## src/rtl/boot_loader_if.sv

```systemverilog
// Signal bundle between the boot loader and its UART pair / instruction-memory write port.
// master is the loader side; slave is the UART/memory environment side.
interface boot_loader_if #(
  parameter int ADDR_WIDTH = 14
);
  logic                  rx_ready;
  logic [7:0]            rdata;
  logic                  ferr;
  logic                  tx_busy;
  logic                  tx_start;
  logic [7:0]            sdata;
  logic                  imem_we;
  logic [ADDR_WIDTH-1:0] imem_addr;
  logic [31:0]           imem_wdata;
  logic                  done;
  logic                  overflow;
  logic                  rx_error;

  modport master (
    input  rx_ready, rdata, ferr, tx_busy,
    output tx_start, sdata, imem_we, imem_addr, imem_wdata, done, overflow, rx_error
  );

  modport slave (
    output rx_ready, rdata, ferr, tx_busy,
    input  tx_start, sdata, imem_we, imem_addr, imem_wdata, done, overflow, rx_error
  );
endinterface

```

## src/rtl/boot_loader.sv

```systemverilog
// Power-up program loader: requests a program over the UART, packs received bytes
// into 32-bit little-endian words for instruction memory, acknowledges, then releases the core.
//
// state      | meaning
// SEND_REQ   | wait for idle transmitter, send BOOT_REQ
// SIZE       | collect 4-byte little-endian program size
// PROG       | pack program bytes, write each completed word
// FLUSH      | write trailing partial word (upper lanes zero)
// SEND_ACK   | wait for idle transmitter, send BOOT_ACK
// WAIT_ACK   | wait for the ACK transmit to finish
// DONE       | load complete, receiver ignored until reset
module boot_loader #(
  parameter int         ADDR_WIDTH = 14,
  parameter logic [7:0] BOOT_REQ   = 8'h99,
  parameter logic [7:0] BOOT_ACK   = 8'haa
) (
  input  logic          clock,
  input  logic          reset,
  boot_loader_if.master bus
);

  localparam logic [2:0] S_SEND_REQ = 3'd0;
  localparam logic [2:0] S_SIZE     = 3'd1;
  localparam logic [2:0] S_PROG     = 3'd2;
  localparam logic [2:0] S_FLUSH    = 3'd3;
  localparam logic [2:0] S_SEND_ACK = 3'd4;
  localparam logic [2:0] S_WAIT_ACK = 3'd5;
  localparam logic [2:0] S_DONE     = 3'd6;

  logic [2:0]            state_q, state_d;
  logic                  tx_start_q, tx_start_d;
  logic [7:0]            sdata_q, sdata_d;
  logic                  imem_we_q, imem_we_d;
  logic [ADDR_WIDTH-1:0] imem_addr_q, imem_addr_d;
  logic [31:0]           imem_wdata_q, imem_wdata_d;
  logic                  done_q, done_d;
  logic                  overflow_q, overflow_d;
  logic                  rx_error_q, rx_error_d;
  logic [31:0]           size_q, size_d;
  logic [1:0]            size_idx_q, size_idx_d;
  logic [31:0]           byte_cnt_q, byte_cnt_d;
  logic [31:0]           word_q, word_d;
  // one extra bit so the address can reach 2^ADDR_WIDTH and flag capacity exhaustion
  logic [ADDR_WIDTH:0]   waddr_q, waddr_d;
  logic                  seen_busy_q, seen_busy_d;

  logic        good_byte;
  logic        bad_byte;
  logic        do_write;
  logic [31:0] wr_word;
  logic [31:0] size_full;
  logic [1:0]  lane;

  assign good_byte = bus.rx_ready & ~bus.ferr;
  assign bad_byte  = bus.rx_ready & bus.ferr;
  assign lane      = byte_cnt_q[1:0];

  always_comb begin
    state_d      = state_q;
    tx_start_d   = 1'b0;
    sdata_d      = sdata_q;
    imem_we_d    = 1'b0;
    imem_addr_d  = imem_addr_q;
    imem_wdata_d = imem_wdata_q;
    done_d       = done_q;
    overflow_d   = overflow_q;
    rx_error_d   = rx_error_q;
    size_d       = size_q;
    size_idx_d   = size_idx_q;
    byte_cnt_d   = byte_cnt_q;
    word_d       = word_q;
    waddr_d      = waddr_q;
    seen_busy_d  = seen_busy_q;
    do_write     = 1'b0;
    wr_word      = word_q;
    size_full    = {bus.rdata, size_q[23:0]};

    case (state_q)
      S_SEND_REQ: begin
        if (!bus.tx_busy && !tx_start_q) begin
          tx_start_d = 1'b1;
          sdata_d    = BOOT_REQ;
          size_idx_d = 2'd0;
          state_d    = S_SIZE;
        end
      end
      S_SIZE: begin
        if (bad_byte) begin
          rx_error_d = 1'b1;
        end else if (good_byte) begin
          size_d[{size_idx_q, 3'b000} +: 8] = bus.rdata;
          size_idx_d = size_idx_q + 2'd1;
          if (size_idx_q == 2'd3) begin
            byte_cnt_d = 32'd0;
            waddr_d    = '0;
            state_d    = (size_full == 32'd0) ? S_SEND_ACK : S_PROG;
          end
        end
      end
      S_PROG: begin
        if (bad_byte) begin
          rx_error_d = 1'b1;
        end else if (good_byte) begin
          if (lane == 2'd0) word_d = {24'd0, bus.rdata};
          else              word_d[{lane, 3'b000} +: 8] = bus.rdata;
          byte_cnt_d = byte_cnt_q + 32'd1;
          if (lane == 2'd3) begin
            do_write = 1'b1;
            wr_word  = word_d;
          end
          if (byte_cnt_d == size_q)
            state_d = (size_q[1:0] != 2'd0) ? S_FLUSH : S_SEND_ACK;
        end
      end
      S_FLUSH: begin
        do_write = 1'b1;
        wr_word  = word_q;
        state_d  = S_SEND_ACK;
      end
      S_SEND_ACK: begin
        if (!bus.tx_busy && !tx_start_q) begin
          tx_start_d  = 1'b1;
          sdata_d     = BOOT_ACK;
          seen_busy_d = 1'b0;
          state_d     = S_WAIT_ACK;
        end
      end
      S_WAIT_ACK: begin
        // busy only rises after the strobe, so require having seen it high first
        if (bus.tx_busy) begin
          seen_busy_d = 1'b1;
        end else if (seen_busy_q) begin
          done_d  = 1'b1;
          state_d = S_DONE;
        end
      end
      S_DONE: begin
        done_d = 1'b1;
      end
      default: begin
        state_d = S_SEND_REQ;
      end
    endcase

    if (do_write) begin
      if (waddr_q[ADDR_WIDTH]) begin
        overflow_d = 1'b1;
      end else begin
        imem_we_d    = 1'b1;
        imem_addr_d  = waddr_q[ADDR_WIDTH-1:0];
        imem_wdata_d = wr_word;
        waddr_d      = waddr_q + (ADDR_WIDTH+1)'(1);
      end
    end
  end

  always_ff @(posedge clock) begin
    if (reset) begin
      state_q      <= S_SEND_REQ;
      tx_start_q   <= 1'b0;
      sdata_q      <= 8'd0;
      imem_we_q    <= 1'b0;
      imem_addr_q  <= '0;
      imem_wdata_q <= 32'd0;
      done_q       <= 1'b0;
      overflow_q   <= 1'b0;
      rx_error_q   <= 1'b0;
      size_q       <= 32'd0;
      size_idx_q   <= 2'd0;
      byte_cnt_q   <= 32'd0;
      word_q       <= 32'd0;
      waddr_q      <= '0;
      seen_busy_q  <= 1'b0;
    end else begin
      state_q      <= state_d;
      tx_start_q   <= tx_start_d;
      sdata_q      <= sdata_d;
      imem_we_q    <= imem_we_d;
      imem_addr_q  <= imem_addr_d;
      imem_wdata_q <= imem_wdata_d;
      done_q       <= done_d;
      overflow_q   <= overflow_d;
      rx_error_q   <= rx_error_d;
      size_q       <= size_d;
      size_idx_q   <= size_idx_d;
      byte_cnt_q   <= byte_cnt_d;
      word_q       <= word_d;
      waddr_q      <= waddr_d;
      seen_busy_q  <= seen_busy_d;
    end
  end

  assign bus.tx_start   = tx_start_q;
  assign bus.sdata      = sdata_q;
  assign bus.imem_we    = imem_we_q;
  assign bus.imem_addr  = imem_addr_q;
  assign bus.imem_wdata = imem_wdata_q;
  assign bus.done       = done_q;
  assign bus.overflow   = overflow_q;
  assign bus.rx_error   = rx_error_q;

endmodule

```

## src/flat_wrapper.sv

```systemverilog
// flat-port wrapper written by rule: the top's interface ports become plain ports
module boot_loader_flat 
#(
  parameter int         ADDR_WIDTH = 14,
  parameter logic [7:0] BOOT_REQ   = 8'h99,
  parameter logic [7:0] BOOT_ACK   = 8'haa
)
  (clock, reset, bus_rx_ready, bus_rdata, bus_ferr, bus_tx_busy, bus_tx_start, bus_sdata, bus_imem_we, bus_imem_addr, bus_imem_wdata, bus_done, bus_overflow, bus_rx_error);
  boot_loader_if #(.ADDR_WIDTH(ADDR_WIDTH)) bus_i ();
  input  logic clock;
  input  logic reset;
  input wire logic [$bits(bus_i.rx_ready)-1:0] bus_rx_ready;
  input wire logic [$bits(bus_i.rdata)-1:0] bus_rdata;
  input wire logic [$bits(bus_i.ferr)-1:0] bus_ferr;
  input wire logic [$bits(bus_i.tx_busy)-1:0] bus_tx_busy;
  output wire logic [$bits(bus_i.tx_start)-1:0] bus_tx_start;
  output wire logic [$bits(bus_i.sdata)-1:0] bus_sdata;
  output wire logic [$bits(bus_i.imem_we)-1:0] bus_imem_we;
  output wire logic [$bits(bus_i.imem_addr)-1:0] bus_imem_addr;
  output wire logic [$bits(bus_i.imem_wdata)-1:0] bus_imem_wdata;
  output wire logic [$bits(bus_i.done)-1:0] bus_done;
  output wire logic [$bits(bus_i.overflow)-1:0] bus_overflow;
  output wire logic [$bits(bus_i.rx_error)-1:0] bus_rx_error;
  assign bus_i.rx_ready = bus_rx_ready;
  assign bus_i.rdata = bus_rdata;
  assign bus_i.ferr = bus_ferr;
  assign bus_i.tx_busy = bus_tx_busy;
  assign bus_tx_start = bus_i.tx_start;
  assign bus_sdata = bus_i.sdata;
  assign bus_imem_we = bus_i.imem_we;
  assign bus_imem_addr = bus_i.imem_addr;
  assign bus_imem_wdata = bus_i.imem_wdata;
  assign bus_done = bus_i.done;
  assign bus_overflow = bus_i.overflow;
  assign bus_rx_error = bus_i.rx_error;
  boot_loader #(.ADDR_WIDTH(ADDR_WIDTH), .BOOT_REQ(BOOT_REQ), .BOOT_ACK(BOOT_ACK)) u_core (.clock(clock), .reset(reset), .bus(bus_i));
endmodule
```

## config.mk

```make
export PLATFORM = sky130hd
export DESIGN_NAME = boot_loader_flat
export DESIGN_NICKNAME = d
export VERILOG_FILES = /design/src/rtl/boot_loader_if.sv /design/src/rtl/boot_loader.sv /design/src/flat_wrapper.sv
export SDC_FILE = /design/constraint.sdc
export NUM_CORES = 1
export LEC_CHECK = 0
export BUFFER_PORTS_ARGS = -buffer_cell sky130_fd_sc_hd__buf_4
export CAP_MARGIN = 20
export CORE_UTILIZATION = 40
export DETAILED_ROUTE_END_ITERATION = 7
export SETUP_SLACK_MARGIN = 0.1
export SLEW_MARGIN = 10
export SYNTH_ARGS = -nofsm -noshare
export SYNTH_HDL_FRONTEND = slang
export SYNTH_SLANG_ARGS = --single-unit
```

## constraint.sdc

```tcl
create_clock -name clock -period 3 [get_ports clock]
set_input_delay 0.75 -clock clock [delete_from_list [all_inputs] [get_ports clock]]
set_output_delay 0.75 -clock clock [all_outputs]
set_load 0.005 [all_outputs]
```

Yosys cells after proc, flatten, opt, wreduce, memory -nomap -nowiden
Cells that the tools add are included.
- register bits: 176
- latch bits: 0
- memory bits (writable): 0
- memory bits (read-only): 0
- input bits: 13
- output and inout bits: 59
- word-level logic and storage cells: 130
- memories kept: 0
- $add $sub $neg: 5
- multipliers: 0
- div/mod/pow operators: 0
- $lt $le $gt $ge: 0
- equal/unequal tests: 20
- shifts and indexed selects: 4
- muxes and demuxes: 51
- bitwise logic cells: 8
- reductions and logical operators: 27
- operators by type and width (operator ; count):
    $mux 32 ; 10
    $mux 15 ; 6
    $bwmux 32 ; 2
    $pmux 32 s2 ; 1
    $shift 8x7->32 const A ; 2
    $shiftx 8x7->32 ; 2
    $mux 3 ; 12
    $add 32x1->32 const B ; 1
    $eq 32x32->1 ; 1
    $logic_not 32->1 ; 1
    $pmux 3 s7 ; 1
    $mux 8 ; 2
    $pmux 8 s2 ; 1
    $add 15x1->15 const B ; 1
    $reduce_and 3->1 ; 5
    $ne 2x1->1 const B ; 7
    $neg 5->7 ; 2
    $reduce_bool 2->1 ; 6
    $reduce_and 11->1 ; 1
    $eq 3x3->1 const B ; 3
    $mux 1 ; 9
    $ne 2x2->1 const B ; 4
    $reduce_or 2->1 ; 4
    $eq 3x2->1 const B ; 2
    15 further kinds ; 29

Depth between registers and ports, before layout
- depth after elaboration: 8
- gate-level depth with buffers: 10
- gate-level depth less buffers: 9

Worst setup path before layout
No wires, ideal clock.
- path type: input to register
- start: input bus_ferr
- end: register u_core.waddr_q[12]
- library setup time: 65 ps
- data arrival time: 2734 ps
- data required time: 2935 ps
- setup slack: 201 ps
- stages: 9
- path buffers: 2
- cells stage by stage: or3b_1 -> clkbuf_1 -> o32a_1 -> or2_1 -> clkbuf_1 -> nor4_2 -> nand3_1 -> mux2_1 -> nor2_1
- word-level cells in the longest chain between the ends: 7
- elaborated cells on any way between the ends: 11
- RTL lines (what ; RTL line ; source):
    start: declaration ; flat_wrapper.sv:14 ; input wire logic [$bits(bus_i.ferr)-1:0] bus_ferr;
    $not 1->1 ; boot_loader.sv:54 ; assign good_byte = bus.rx_ready & ~bus.ferr;
    $and 1x1->1 ; boot_loader.sv:54 ;
    $mux 15 ; boot_loader.sv:90 ; end else if (good_byte) begin
    $mux 15 ; boot_loader.sv:88 ; if (bad_byte) begin
    $mux 15 ; boot_loader.sv:78 ; case (state_q)
    $mux 15 ; boot_loader.sv:146 ; if (waddr_q[ADDR_WIDTH]) begin
    $mux 15 (*) ; boot_loader.sv:145 ; if (do_write) begin
    end signal: assignment ; boot_loader.sv:188 ; waddr_q <= waddr_d;
    end: declaration ; boot_loader.sv:44 ; logic [ADDR_WIDTH:0] waddr_q, waddr_d;
Mark *: on every way between the ends. The rest lies on a longest branch, timed or not.
A chain may end at the register's enable or synchronous reset.

Worst setup path after layout
- start: register u_core.byte_cnt_q[1]
- end: register u_core.state_q[1]
- word-level cells in the longest chain between the ends: 4
- RTL lines (what ; RTL line ; source):
    start: declaration ; boot_loader.sv:41 ; logic [31:0] byte_cnt_q, byte_cnt_d;
    start signal: assignment ; boot_loader.sv:186 ; byte_cnt_q <= byte_cnt_d;
    $add 32x1->32 ; boot_loader.sv:106 ; byte_cnt_d = byte_cnt_q + 32'd1;
    $eq 32x32->1 ; boot_loader.sv:111 ; if (byte_cnt_d == size_q)
    $ne 2x1->1 (no source line) ; - ;
    $reduce_and 11->1 (no source line) ; - ;
    end signal: assignment ; boot_loader.sv:175 ; state_q <= state_d;
    end: declaration ; boot_loader.sv:30 ; logic [2:0] state_q, state_d;
No other way between the ends.

==> run summary <==
Status: complete, no violations
Final Max Tran Viols: 0
Hold path start: u_core.bus.imem_addr[6]
Comb pwr share: 0.172
Synth Warn #: 0
Starting Density: 0.407
Worst-margin pin slew: 800 ps
Critical path cell sequence: ha_2, nand3_4, or4_4, or4_1, a211oi_1, o2111a_1, nand4_1, buf_4, o21a_1
Crit path time final: 2800 ps
F_max: 0.357 GHz
Hold Slack: 456 ps
Routability congestion estimate: 0.881
Pleak: 3.60 nW
Number of max-cap violations: 0
Worst r2r src: u_core.byte_cnt_q[1]
Largest net degree at the start of global routing: 62
Die ar.: 0.0227 mm^2
Number of global-route vias before repair: 7456
VDD IR-drop max: 0.387 mV
FF-to-FF path depth: 9
Most frequent cells in the layout: 169 x nand2_1, 167 x dfxtp_1, 130 x buf_4
Setup tns final: 0 ps
Vias: 8559
Syn_area_per_cell: 7.64 um^2
Post-DRT Antenna Nets: 0
Clock skew: 9.03 ps
Fin. Hold Viols: 0
Congestion Overflow GR: 0
Critical Path RT: 3330 ps
Clock power share: 0.391
Synth Flop Type: dfxtp_1
H-tree levels: 4
Hold Path Class: reg -> reg
WP data arrival: 3130 ps
Min-Delay Path Depth: 2
Via density: 5.68
Pre-CTS WS: 107 ps
Sequential element share of the synthesized area: 0.387
FP Rows: 54
Post-synth EDFFs: 0
Worst skew pair latency: 440 ps
Antenna violations before repair: 0
Syn Inst Count: 1158
Num CTS Buffers: 17
RSZ-0062 raised after global routing: no
Bufs and invs on worst path: 1
DR WL/cell: 16.8 um
Final Power: 5.64 mW
Max-slew headroom at the worst pin: 0.467
Hpwl dp: 17200 um
Die H: 151 um
Netlist cell types: 64
Slowest stage delay, CP: 590 ps
I/O Buffers: 69
Reg2reg end: u_core.state_q[1]
Flop pwr share: 0.437
# hold bufs at CTS: 0
Clock Path Buffers: 2
Reg clk slew, reported paths: 80 ps
Clock Root Buffer: clkbuf_16
Ant diodes: 0
Share of cells above drive strength 1: 0.154
Net switching power: 1.74 mW
Worst setup EP type: register
PD cells: 538 mW/mm^2
Die W: 151 um
# nets final: 1237
Post-synthesis async set-or-reset flop share: 0
Startpoint Class: register
Switching Share: 0.309
Synth Register Bits: 171
CTS Sinks: 171
Setup WS post-layout: 196 ps
Crit-path max FO: 5
CORE AREA: 0.0218 mm^2
Initial drt markers: 640
First-pass GRT wire length: 39400 um
Crit share post-route: 0.935
Delay-heaviest family, CP: simple AND/OR/NAND/NOR gates
Hold Path End: u_core.bus.imem_addr[6]
Slowest-stage cell, CP: or4_4
Total I/O pin count: 72
Final wirelength: 25300 um
Worst reg2reg setup slack: 200 ps
Drt pass-1 iters: 6
Internal: 3.89 mW
WS Path Type: reg -> reg
Residual DRC: 0
Most common cell after layout, fill and taps aside: nand2_1
Synthesized area: 0.00884 mm^2
CTS tree: built
GRT Total Usage: 0.222
Area grow syn2layout: 18.5%
Levels on crit path: 9
Final setup violation count: 0
-- registers in the layout, indices dropped and copies added (netlist names) --
| signal | cells |
|---|---|
| u_core.bus.overflow | 1 |
| u_core.state_q | 3 |
| u_core.bus.sdata | 3 |
| u_core.byte_cnt_q | 32 |
| u_core.waddr_q | 15 |
| u_core.seen_busy_q | 1 |
| u_core.size_q | 32 |
| u_core.bus.imem_we | 1 |
| u_core.size_idx_q | 2 |
| u_core.bus.tx_start | 1 |
| u_core.bus.imem_wdata | 32 |
| u_core.bus.rx_error | 1 |
| u_core.bus.imem_addr | 14 |
| u_core.word_q | 32 |
| u_core.bus.done | 1 |
-- worst reg2reg max path, delay by kind of cell (launching register included) --
kind	cells	cell delay, ps
compound gates	3	620
flops	1	380
fa+ha+maj	1	230
buf+inv	1	180
simple gates	4	1290
-- repair_timing --
item / CTS / global route
endpoints found under the setup margin: 3 / 5
pin swaps: 1 / 2
setup buffers: 0 / 1
resized for setup: 3 / 5
-- area by class of cell --
type / instances / area (um^2)
clock buffer: 18 / 439
timing repair buffer: 135 / 1080
multi-input combinational: 874 / 4990
clock inverter: 14 / 148
sequential: 171 / 3430
tap: 280 / 350
fill: 2147 / 11300
inverter: 14 / 52.6
-- power by group through the flow --
| stage | clock network [mW] | registers, mW | logic, mW |
|---|---|---|---|
| after CTS | 2.25 | 2.46 | 0.953 |
| after global routing | 2.33 | 2.48 | 1.08 |
| after floorplan | 0 | 2.48 | 0.622 |
| final | 2.20 | 2.46 | 0.969 |
| after global placement | 0 | 2.52 | 0.943 |
| after detailed placement | 0 | 2.52 | 0.948 |
-- metrics by stage --
| step | util | instances | area, um^2 |
|---|---|---|---|
| 2_1_floorplan | - | 1159 | 8850 |
| 3_3_place_gp | 0.453 | 1473 | 9860 |
| 3_5_place_dp | 0.453 | 1473 | 9860 |
| 4_1_cts | 0.481 | 1505 | 10500 |
| 5_1_grt | 0.482 | 1506 | 10500 |
| 6_report | 0.482 | 1506 | 10500 |
-- per-layer routing --
layer	vias to the layer above	global-route usage	wire, um
met5	-	0	0
met4	0	0.0535	233
met3	17	0.0352	1250
met2	255	0.354	11700
met1	4058	0.312	12100
li1	4229	-	-
-- cell families (layout without fill, tap and decap cells) --
group                      after synthesis  in the layout  synth area share
DFF                                    171            171             0.387
muxes                                   17             17            0.0201
and+or+nand+nor                        540            540             0.295
AOI/OAI and AO/OA                      263            263             0.187
xor gates and xnor gates                41             41            0.0406
other                                    1              2          0.000424
buffers and inverters                  114            181            0.0538
adders and majority gates               11             11            0.0156
-- how the worst max path moves through the flow --
stage / from / to / slack [ps]
after detailed placement: u_core.byte_cnt_q[1] / u_core.state_q[2] / 110
after floorplan: bus_ferr / u_core.waddr_q[12] / 200
after global routing: u_core.byte_cnt_q[1] / u_core.state_q[0] / 80
final: u_core.byte_cnt_q[1] / u_core.state_q[1] / 200
after global placement: u_core.byte_cnt_q[0] / u_core.state_q[2] / 130
after CTS: u_core.byte_cnt_q[1] / u_core.state_q[0] / 100
-- Yosys cell counts, drive strengths merged, types with 16 or more instances --
library cell    n  share of area
nor3           42          0.024
nor4           27          0.021
a311oi         17          0.017
a211oi         26          0.022
nand2b         17          0.012
buf            24          0.016
dfxtp         171           0.39
nand4          19          0.016
clkbuf         76          0.032
o21ai          29          0.016
xor2           16          0.016
a21oi         122          0.069
nand2         169          0.072
xnor2          25          0.025
nor2          117          0.050
nand3          87          0.051
Power figures use the tool's default switching activity.
